`src/rtl/hilo_muldiv_unit.sv`:
```
// rtl/hilo_muldiv_unit.sv - iterative unsigned MULTU/DIVU unit owning the HI/LO registers
module hilo_muldiv_unit #(
    parameter int WIDTH = 32
) (
    input  logic             clk,
    input  logic             rst_n,
    input  logic             start,
    input  logic [3:0]       alu_ctrl,
    input  logic [WIDTH-1:0] a,
    input  logic [WIDTH-1:0] b,
    output logic             busy,
    output logic             done,
    output logic [WIDTH-1:0] hi,
    output logic [WIDTH-1:0] lo,
    output logic             div_by_zero
);

    localparam logic [3:0] MULTU_AC = 4'd7;
    localparam logic [3:0] DIVU_AC  = 4'd8;
    localparam int         CW       = (WIDTH > 1) ? $clog2(WIDTH) : 1;
    localparam logic [CW-1:0] LAST  = CW'(WIDTH - 1);

    typedef enum logic [1:0] {IDLE, MUL, DIV, DONE} state_t;

    state_t           state;
    logic [CW-1:0]    cnt;
    logic [WIDTH:0]   work_hi;
    logic [WIDTH-1:0] work_lo;
    logic [WIDTH-1:0] op_b;
    logic             dz_pend;
    logic             accept;

    // Shared working pair: MUL keeps partial product / multiplier, DIV keeps remainder / quotient
    logic [WIDTH:0]   mul_sum;
    logic [WIDTH-1:0] mul_hi_n;
    logic [WIDTH-1:0] mul_lo_n;
    logic [WIDTH:0]   div_shift;
    logic             div_ge;
    logic [WIDTH:0]   div_rem_n;
    logic [WIDTH-1:0] div_q_n;

    always_comb begin
        mul_sum   = {1'b0, work_hi[WIDTH-1:0]} + (work_lo[0] ? {1'b0, op_b} : '0);
        mul_hi_n  = mul_sum[WIDTH:1];
        mul_lo_n  = {mul_sum[0], work_lo[WIDTH-1:1]};
        div_shift = {work_hi[WIDTH-1:0], work_lo[WIDTH-1]};
        div_ge    = div_shift >= {1'b0, op_b};
        div_rem_n = div_ge ? (div_shift - {1'b0, op_b}) : div_shift;
        div_q_n   = {work_lo[WIDTH-2:0], div_ge};
    end

    assign accept = start && ((state == IDLE) || (state == DONE)) &&
                    ((alu_ctrl == MULTU_AC) || (alu_ctrl == DIVU_AC));

    always_ff @(posedge clk or negedge rst_n) begin
        if (!rst_n) begin
            state       <= IDLE;
            cnt         <= '0;
            work_hi     <= '0;
            work_lo     <= '0;
            op_b        <= '0;
            dz_pend     <= 1'b0;
            busy        <= 1'b0;
            done        <= 1'b0;
            hi          <= '0;
            lo          <= '0;
            div_by_zero <= 1'b0;
        end else begin
            case (state)
                IDLE, DONE: begin
                    done  <= 1'b0;
                    state <= IDLE;
                    if (accept) begin
                        busy        <= 1'b1;
                        div_by_zero <= 1'b0;
                        cnt         <= '0;
                        work_hi     <= '0;
                        if (alu_ctrl == MULTU_AC) begin
                            state   <= MUL;
                            op_b    <= a;
                            work_lo <= b;
                            dz_pend <= 1'b0;
                        end else begin
                            state   <= DIV;
                            op_b    <= b;
                            work_lo <= a;
                            dz_pend <= (b == '0);
                        end
                    end
                end
                MUL: begin
                    cnt     <= cnt + 1'b1;
                    work_hi <= {1'b0, mul_hi_n};
                    work_lo <= mul_lo_n;
                    if (cnt == LAST) begin
                        hi    <= mul_hi_n;
                        lo    <= mul_lo_n;
                        busy  <= 1'b0;
                        done  <= 1'b1;
                        state <= DONE;
                    end
                end
                DIV: begin
                    if (dz_pend) begin
                        hi          <= work_lo;
                        lo          <= '1;
                        div_by_zero <= 1'b1;
                        busy        <= 1'b0;
                        done        <= 1'b1;
                        state       <= DONE;
                    end else begin
                        cnt     <= cnt + 1'b1;
                        work_hi <= div_rem_n;
                        work_lo <= div_q_n;
                        if (cnt == LAST) begin
                            hi    <= div_rem_n[WIDTH-1:0];
                            lo    <= div_q_n;
                            busy  <= 1'b0;
                            done  <= 1'b1;
                            state <= DONE;
                        end
                    end
                end
                default: state <= IDLE;
            endcase
        end
    end

endmodule

```
`config.mk`:
```
export PLATFORM = sky130hd
export DESIGN_NAME = hilo_muldiv_unit
export DESIGN_NICKNAME = d
export VERILOG_FILES = /design/src/rtl/hilo_muldiv_unit.sv
export SDC_FILE = /design/constraint.sdc
export NUM_CORES = 1
export LEC_CHECK = 0
export ABC_AREA = 1
export BUFFER_PORTS_ARGS = -buffer_cell sky130_fd_sc_hd__buf_2
export CORE_MARGIN = 2
export CORE_UTILIZATION = 60
export CTS_CLUSTER_DIAMETER = 100
export DETAILED_ROUTE_END_ITERATION = 8
export MAX_ROUTING_LAYER = met4
export PLACE_DENSITY = 0.81
export SLEW_MARGIN = 20
export SYNTH_ARGS = -nofsm -noshare
export SYNTH_HDL_FRONTEND = slang
export SYNTH_SLANG_ARGS = --single-unit
```
`constraint.sdc`:
```
create_clock -name clk -period 3.9 [get_ports clk]
set_clock_uncertainty 0.2 [all_clocks]
set_input_delay 0.585 -clock clk [delete_from_list [all_inputs] [get_ports clk]]
set_output_delay 0.585 -clock clk [all_outputs]
set_load 0.05 [all_outputs]
```
=== Word level (Yosys, flattened, before mapping) ===
Cells that the tools add are included.

* Add/subtract/negate cells: 3
* Order comparisons: 1
* Equal/unequal tests: 11
* Multiplexer cells: 37
* Reductions and logical operators: 13

{| class="wikitable"
|+ Operators by type and width
! kind !! number
|-
| $mux W32 || 14
|-
| $pmux W32 S3 || 2
|-
| $pmux W32 S2 || 2
|-
| $add A32 B32 Y33 || 1
|-
| $ge A33 B32 Y1 || 1
|-
| $logic_not A32 Y1 || 1
|-
| $sub A32 B32 Y32 || 1
|-
| $pmux W5 S3 || 1
|-
| $mux W5 || 2
|-
| $mux W1 || 8
|-
| $mux W2 || 4
|-
| $ne A2 B2 Y1 const B || 4
|-
| $pmux W1 S3 || 2
|-
| $pmux W2 S3 || 1
|-
| $reduce_and A3 Y1 || 2
|-
| $add A5 B1 Y5 const B || 1
|-
| $eq A5 B5 Y1 const B || 1
|-
| $eq A2 B2 Y1 const B || 2
|-
| $eq A4 B3 Y1 const B || 1
|-
| $eq A4 B4 Y1 const B || 1
|-
| $reduce_and A2 Y1 || 2
|-
| $reduce_bool A2 Y1 || 2
|-
| $ne A3 B3 Y1 const B || 1
|-
| $eq A2 B1 Y1 const B || 1
|-
| other kinds (5) || 7
|}

* Flip-flop bits (word level): 171
* Input port bits: 71
* Output and inout port bits: 67
* Logic and storage cells: 76

=== Depth between registers and ports, before layout ===
Gate-level depths: netlist (run 1).

* Depth after elaboration: 6
* Mapped depth: 21

=== Worst setup path after synthesis (run 1) ===
Ideal clock, no wire load.

* Kind: register to register
* From: register work_lo[0]
* To: register hi[29]
* Arrival time: 2487 ps
* Slack: 1095 ps
* Cell stages (with the launch flop): 22
* Buffers on the path: 2
* Period minus slack after synthesis: 2805 ps
* Cell sequence: dfrtp_1 > clkbuf_1 > clkbuf_1 > nand2_1 > inv_1 > ha_1 > inv_1 > fa_1 > inv_1 > nand3_1 > nand2_1 > nand2_1 > nand2_1 > nand3_1 > nand2_1 > nand2_1 > nand2_1 > nand2_1 > nand3_1 > nand2_1 > a21oi_1 > nor2_1

* Word-level cells in the longest chain between the ends: 4

{| class="wikitable"
|+ Ends and longest elaborated chain
! element !! RTL line !! text
|-
| from (decl) || 28 || <nowiki>logic [WIDTH-1:0] work_lo;</nowiki>
|-
| from (signal assigned) || 94 || <nowiki>work_lo <= mul_lo_n;</nowiki>
|-
| from (signal assigned) || 114 || <nowiki>work_lo <= div_q_n;</nowiki>
|-
| $mux W32 || 43 || <nowiki>mul_sum = {1'b0, work_hi[WIDTH-1:0]} + (work_lo[0] ? {1'b0, op_b} : '0);</nowiki>
|-
| $add A32 B32 Y33 || 43 ||
|-
| $mux W32 || 95 || <nowiki>if (cnt == LAST) begin</nowiki>
|-
| $pmux W32 S2 || 69 || <nowiki>case (state)</nowiki>
|-
| to (signal assigned) || 96 || <nowiki>hi <= mul_hi_n;</nowiki>
|-
| to (signal assigned) || 105 || <nowiki>hi <= work_lo;</nowiki>
|-
| to (signal assigned) || 116 || <nowiki>hi <= div_rem_n[WIDTH-1:0];</nowiki>
|-
| to (decl) || 13 || <nowiki>output logic [WIDTH-1:0] hi,</nowiki>
|}

Every way passes these cells. The select of a mux whose other input is x is not followed.
A chain may end at the register's enable or synchronous reset.

=== Worst setup path in the final report (run 1) ===
* From: register op_b[9]
* To: register work_hi[27]

* Word-level cells in the longest chain between the ends: 4
* Elaborated cells on any way between the ends: 7
* Classes of those cells: add/sub: 2; order compare: 1; mux: 4

{| class="wikitable"
|+ Ends and longest elaborated chain
! element !! RTL line !! text
|-
| from (decl) || 29 || <nowiki>logic [WIDTH-1:0] op_b;</nowiki>
|-
| from (signal assigned) || 61 || <nowiki>op_b <= '0;</nowiki>
|-
| from (signal assigned) || 80 || <nowiki>op_b <= a;</nowiki>
|-
| from (signal assigned) || 85 || <nowiki>op_b <= b;</nowiki>
|-
| $sub A32 B32 Y32 or $ge A33 B32 Y1 (tied branches) || 48, 47 ||
|-
| $mux W32 || 48 || <nowiki>div_rem_n = div_ge ? (div_shift - {1'b0, op_b}) : div_shift;</nowiki>
|-
| $mux W32 || 104 || <nowiki>if (dz_pend) begin</nowiki>
|-
| $pmux W32 S3 * || 69 ||
|-
| to (signal assigned) || 93 || <nowiki>work_hi <= {1'b0, mul_hi_n};</nowiki>
|-
| to (signal assigned) || 113 || <nowiki>work_hi <= div_rem_n;</nowiki>
|-
| to (decl) || 27 || <nowiki>logic [WIDTH:0] work_hi;</nowiki>
|}

Mark *: on every way between the ends. The rest lies on a longest branch, timed or not. The select of a mux whose other input is x is not followed.

==> results.py, run 1 <==
metrics = {
    "worst_hold_path": {
        "hp-class": "input pin to flop",
        "min_path_cells": 3,
    },
    "floorplan": {
        "fp.dieH_um": 159,
        "io_pins": 138,
        "die_x_um": 159,
        "row_count": 56,
        "core_area_mm2": 0.0235,
        "fp.dieArea_mm2": 0.0252,
        "start_util_pct": 61.1,
    },
    "critical_path": {
        "cp_max_fo": 40,
        "critical-path-max-stage-delay_ns": 0.44,
        "critical_path_buf_inv_count": 2,
        "worstSetupEndpointType": "flop",
        "cp.depth": 16,
        "required_ns": 4.04,
        "critPathSlowestCell": "nand2_4",
        "crit_chain": "inv_1 > ha_1 > nand2_1 > nor2_1 > nand2_1 > nor2_2 > nand2_1 > a21oi_2 > nor2_4 > nand2_4 > inv_2 > nand2_1 > nand3_1 > nand2_1 > nand2_1 > nand2_1",
        "worstSetupStartpointType": "flop",
        "critPathArrivalTime_ns": 3.72,
        "critPathKind": "flop to flop",
        "crit_path_frequent_cell": "nand2_1",
        "crit_family": "simple AND/OR/NAND/NOR gates",
        "r2r_cells": 16,
    },
    "place": {
        "dp.cells": 2707,
        "io_buffers": 137,
        "post-dp-hpwl_um": 40400,
        "gp_congestion": 1.11,
        "placed_area_mm2": 0.0152,
        "dp_slack_ns": 0.446,
    },
    "cells_and_area": {
        "final_nets": 2549,
        "drive_gt1_share_pct": 9.09,
        "area_growth_pct": 10.3,
        "final_core_utilization_pct": 67.4,
        "postLayoutCellArea_mm2": 0.0158,
        "fillCellCount": 2202,
        "final_cells": 2741,
    },
    "timing": {
        "min_period_ns": 3.58,
        "finalHoldViolCount": 0,
        "timing.hold.ws_ns": 0.260,
        "tns_ns": 0,
        "rsz0062_at_grt": "false",
        "layout_setup_ws_ns": 0.321,
        "setup_viol": 0,
        "slew_headroom_pct": 31.7,
        "tightest_slew_ns": 1.02,
        "slew_violations": 0,
        "fmax_mhz": 279,
        "finalCritPeriodShare_pct": 91.8,
    },
    "grt": {
        "grt_pass1_vias": 14500,
        "grt_usage_pct": 43.8,
        "grt_pass1_wl_um": 80700,
        "overflow": 0,
        "grtUsageMet1_pct": 53.8,
        "use_met3_pct": 9.25,
        "grt_max_degree": 87,
        "grt_antenna_before_repair": 0,
        "top_usage_layer": "met2",
        "met2_usage_pct": 65.6,
    },
    "synth": {
        "ys_seq_area_share_pct": 29.8,
        "syn-num-nets": 2466,
        "synth_flop_cell": "dfrtp_1",
        "ys_warn_count": 0,
        "synth-edff-count": 0,
        "syn-mean-instance-area_um2": 6.17,
        "syn_area_mm2": 0.0143,
        "synth.mux.area_fraction_pct": 0,
        "synth_xor_area_share_pct": 1.83,
        "synth-seq-cells": 171,
        "synthCells": 2325,
        "yosys.area_share.simple_pct": 34.0,
        "synth_cell_type_count": 49,
        "synth_top_family_by_area": "simple AND/OR/NAND/NOR gates",
        "synth_compound_area_share_pct": 15.9,
        "synth_fa_ha_area_share_pct": 6.21,
        "async_reset_ff_share_pct": 100,
    },
    "clock_tree": {
        "cts_tree": "done",
        "clock_sinks": 171,
        "cts_max_level": 4,
        "root_buffer": "clkbuf_16",
        "post_cts_buffers": 0,
        "cts_buffers": 17,
        "clockBufferDepth": 2,
        "insertion_delay_ns": 0.45,
        "clk_pin_slew_ns": 0.07,
    },
    "detailed_routing": {
        "avgRoutedWirePerCell_um": 19.5,
        "post-route-drc-count": 0,
        "dr.first_iter.drc_count": 2134,
        "vias": 16000,
        "routed_wirelength_um": 53500,
        "firstDrtPassIters": 7,
        "avgViaCountPerCell": 5.84,
        "postRouteAntennaNets": 0,
    },
    "run_status": {
        "outcome": "finished clean",
    },
    "power": {
        "leakagePower_nw": 8.91,
        "peakVddDrop_uv": 432,
        "finalPower_mw": 8.14,
        "p_per_area_mw_per_mm2": 515,
    },
    "flow_run": {
        "cap_viol_max_count": 0,
    },
}
-- cell families (layout without fill, tap and decap cells) --
| kind of cell | after synthesis | after routing |
|---|---|---|
| other | 0 | 1 |
| AND/OR/NAND/NOR | 1197 | 1197 |
| flip-flops | 171 | 171 |
| buffers and inverters | 451 | 547 |
| adder cells (fa/ha/maj) | 70 | 70 |
| XOR/XNOR | 30 | 30 |
| AO/OA/AOI/OAI | 406 | 406 |
-- tightest hold or removal path: stages --
cell,delay (ns)
buf_2,0.11
nand2_1,0.08
a31oi_1,0.09
-- state kept, by name (all words and copies together) (netlist names) --
| register | count |
|---|---|
| busy | 1 |
| cnt | 5 |
| div_by_zero | 1 |
| done | 1 |
| dz_pend | 1 |
| hi | 32 |
| lo | 32 |
| op_b | 32 |
| state | 2 |
| work_hi | 32 |
| work_lo | 32 |
-- per-layer routing --
| layer | up-vias | routed length [um] |
|---|---|---|
| li1 | 7588 | - |
| met1 | 7263 | 20500 |
| met2 | 951 | 23600 |
| met3 | 203 | 5500 |
| met4 | 0 | 3810 |
| met5 | - | 0 |
-- layout by cell type, fill, tap and decap left out, drive strengths merged, types with 2 or more instances in the layout --
cell,netlist,final
a21oi,137,137
a22o,2,2
a31oi,45,45
and2,3,3
buf,29,158
clkbuf,66,18
clkinv,2,4
clkinvlp,0,5
dfrtp,171,171
fa,2,2
ha,68,68
inv,354,361
nand2,815,815
nand3,135,135
nand3b,13,13
nand4,13,13
nor2,185,185
nor3,12,12
nor4,10,10
o211ai,38,38
o21ai,132,132
o21bai,8,8
o22ai,35,35
o31ai,2,2
or2,7,7
xnor2,6,6
xor2,24,24
-- report_power, final --
group	switching (mW)	internal, mW
Combinational	2.72	0.987
Sequential	0.441	2.29
Clock	0.863	0.843
-- synth_stat cells (24+ instances only) --
| master | number | share of area (%) |
|---|---|---|
| nand2_1 | 810 | 21 |
| inv_1 | 350 | 9.2 |
| nor2_1 | 181 | 4.7 |
| dfrtp_1 | 171 | 30 |
| a21oi_1 | 136 | 4.7 |
| nand3_1 | 131 | 4.6 |
| o21ai_0 | 131 | 4.6 |
| ha_1 | 68 | 5.9 |
| clkbuf_1 | 66 | 1.7 |
| a31oi_1 | 45 | 2.0 |
| o211ai_1 | 38 | 2.0 |
| o22ai_1 | 35 | 1.5 |
| xor2_1 | 24 | 1.5 |
-- area by class of cell --
type | instances | area, um2 | area share (%)
tap | 319 | 399 | 2.52
clock inverter | 14 | 130 | 0.823
multi-input combinational | 1703 | 8340 | 52.7
sequential | 171 | 4280 | 27.1
antenna | 1 | 2.50 | 0.0158
clock buffer | 18 | 429 | 2.71
timing repair buffer | 159 | 897 | 5.67
inverter | 356 | 1340 | 8.45
-- worst paths after layout --
| path | start | end | slack, ns |
|---|---|---|---|
| worst max-delay path | op_b[9] | work_hi[27] | 0.32 |
| worst min-delay path | a[0] | op_b[0] | 0.26 |
| worst max register to register | op_b[9] | work_hi[27] | 0.32 |
| worst min register to register | lo[16] | lo[16] | 0.29 |
| max in group asynchronous | rst_n | op_b[20] | 2.05 |
| min in group asynchronous | rst_n | work_hi[3] | 0.53 |
-- what timing repair did --
| item | in CTS | in global routing |
|---|---|---|
| endpoints found under the hold margin | 5 | 0 |
| hold buffers | 1 | 0 |
| gates resized for setup | 0 | 0 |
(Power assumes the default switching activity.)
==> run 2, diff against run 1 <==
clock period = 4 ns   (was 3.9 ns; I/O delays follow)
==> run 2 against run 1 <==
  * Via count grew 2.4%
  * Flip-flop and latch count unchanged
  * Cell count rose by 0.11%
  * Sequential share of layout area fell by 0.092 points
  * Clock power barely moved
  * Critical path depth is 2 lower
  * Die area unchanged
  * Core utilization is 0.23 points higher
  * Critical path type unchanged
  * Largest cell class unchanged
==> results.py, run 2 (synthesis gave the netlist of run 1 again) <==
metrics = {
    "run_status": {
        "outcome": "finished clean",
    },
    "detailed_routing": {
        "dr.first_iter.drc_count": 2312,
        "avgViaCountPerCell": 5.97,
        "routed_wirelength_um": 55600,
        "postRouteAntennaNets": 0,
        "firstDrtPassIters": 7,
        "vias": 16400,
        "avgRoutedWirePerCell_um": 20.3,
        "post-route-drc-count": 0,
    },
    "grt": {
        "grt_pass1_vias": 14900,
        "overflow": 0,
        "grt_antenna_before_repair": 1,
        "grt_pass1_wl_um": 84300,
        "grt_max_degree": 68,
        "grt_usage_pct": 45.7,
    },
    "flow_run": {
        "cap_viol_max_count": 0,
    },
    "floorplan": {
        "die_x_um": 159,
        "fp.dieH_um": 159,
        "io_pins": 138,
        "start_util_pct": 61.1,
        "fp.dieArea_mm2": 0.0252,
        "row_count": 56,
        "core_area_mm2": 0.0235,
    },
    "clock_tree": {
        "cts_max_level": 4,
        "cts_tree": "done",
        "root_buffer": "clkbuf_16",
        "clockBufferDepth": 2,
        "clock_sinks": 171,
        "cts_buffers": 17,
        "post_cts_buffers": 0,
        "cts_resized": 0,
        "insertion_delay_ns": 0.44,
        "clk_pin_slew_ns": 0.08,
    },
    "timing": {
        "tns_ns": 0,
        "fmax_mhz": 283,
        "slew_headroom_pct": 28.9,
        "layout_setup_ws_ns": 0.469,
        "rsz0062_at_grt": "false",
        "finalCritPeriodShare_pct": 88.3,
        "finalHoldViolCount": 0,
        "setup_viol": 0,
        "tightest_slew_ns": 1.06,
        "min_period_ns": 3.53,
        "slew_violations": 0,
    },
    "critical_path": {
        "worstSetupStartpointType": "flop",
        "critPathKind": "flop to flop",
        "required_ns": 4.18,
        "critPathArrivalTime_ns": 3.71,
        "cp_max_fo": 20,
        "worstSetupEndpointType": "flop",
    },
    "cells_and_area": {
        "area_growth_pct": 10.6,
        "final_nets": 2552,
        "drive_gt1_share_pct": 9.24,
        "ff_latch_area_mm2": 0.00428,
        "fillCellCount": 2188,
        "multi_input_area_mm2": 0.00834,
        "final_cell_mix": "nand2_1 (809), inv_1 (350), nor2_1 (178)",
        "final_common_cell": "nand2_1",
    },
    "place": {
        "gp_congestion": 1.10,
        "post-dp-hpwl_um": 42000,
        "dp_slack_ns": 0.612,
        "io_buffers": 137,
    },
    "power": {
        "peakVddDrop_uv": 431,
        "leakagePower_nw": 8.95,
        "p_per_area_mw_per_mm2": 507,
    },
    "worst_hold_path": {
        "hp-class": "input pin to flop",
    },
}
-- run 2: report_power, final --
part	switching (mW)	internal, mW
Clock	0.894	0.848
Sequential	0.473	2.23
Combinational	2.65	0.957
-- run 2: final cells by class --
type	instances	area share, %
Antenna cell	1	0.0158
Multi-Input combinational cell	1703	52.6
Inverter	356	8.42
Clock inverter	15	1.12
Timing Repair Buffer	162	5.72
Clock buffer	17	2.68
Tap cell	319	2.52
Sequential cell	171	27.0
-- run 2: what timing repair did --
action | CTS | global route
hold buffers | 1 | 0
endpoints found under the hold margin | 59 | 0
setup endpoints to repair | 0 | 0
-- run 2: through the flow --
stage	util, %	total power [mW]	hold slack (ns)	cell area (um2)	cells
2_1_floorplan	-	5.15	0.104	14300	2325
3_3_place_gp	65.0	6.14	0.267	15300	2710
3_5_place_dp	65.0	6.21	0.271	15300	2710
4_1_cts	67.6	7.93	0.252	15900	2743
5_1_grt	67.6	8.45	0.278	15900	2744
6_report	67.6	8.05	0.261	15900	2744
-- run 2: critical path, stage by stage (launching register included) --
cell	delay [ns]
dfrtp_1	0.47
ha_1	0.41
nand2_1	0.24
nor2_1	0.08
nand2_1	0.06
nor2_1	0.05
nand2_1	0.15
a21oi_2	0.09
nor2_4	0.48
nand2_4	0.33
o21ai_0	0.58
nand2_1	0.10
nand2_1	0.08
nand2_1	0.05
nand2_1	0.07
-- run 2: final timing paths --
| check | start | endpoint | slack [ns] | cells after the start |
|---|---|---|---|---|
| min in group asynchronous | rst_n | work_hi[8] | 0.51 | 2 |
| max in group asynchronous | rst_n | work_hi[12] | 2.19 | 3 |
| worst max-delay path | work_hi[28] | work_hi[3] | 0.47 | 14 |
| worst min register to register | lo[25] | lo[25] | 0.29 | 2 |
| worst max register to register | work_hi[28] | work_hi[3] | 0.47 | 14 |
| worst min-delay path | b[29] | op_b[29] | 0.26 | 3 |
-- run 2: layer usage --
metal	wire (um)	vias up	GRT usage [%]
met3	5370	254	8.22
li1	-	7591	-
met5	0	-	-
met2	24300	1155	68.6
met4	4510	0	30.2
met1	21400	7388	56.5
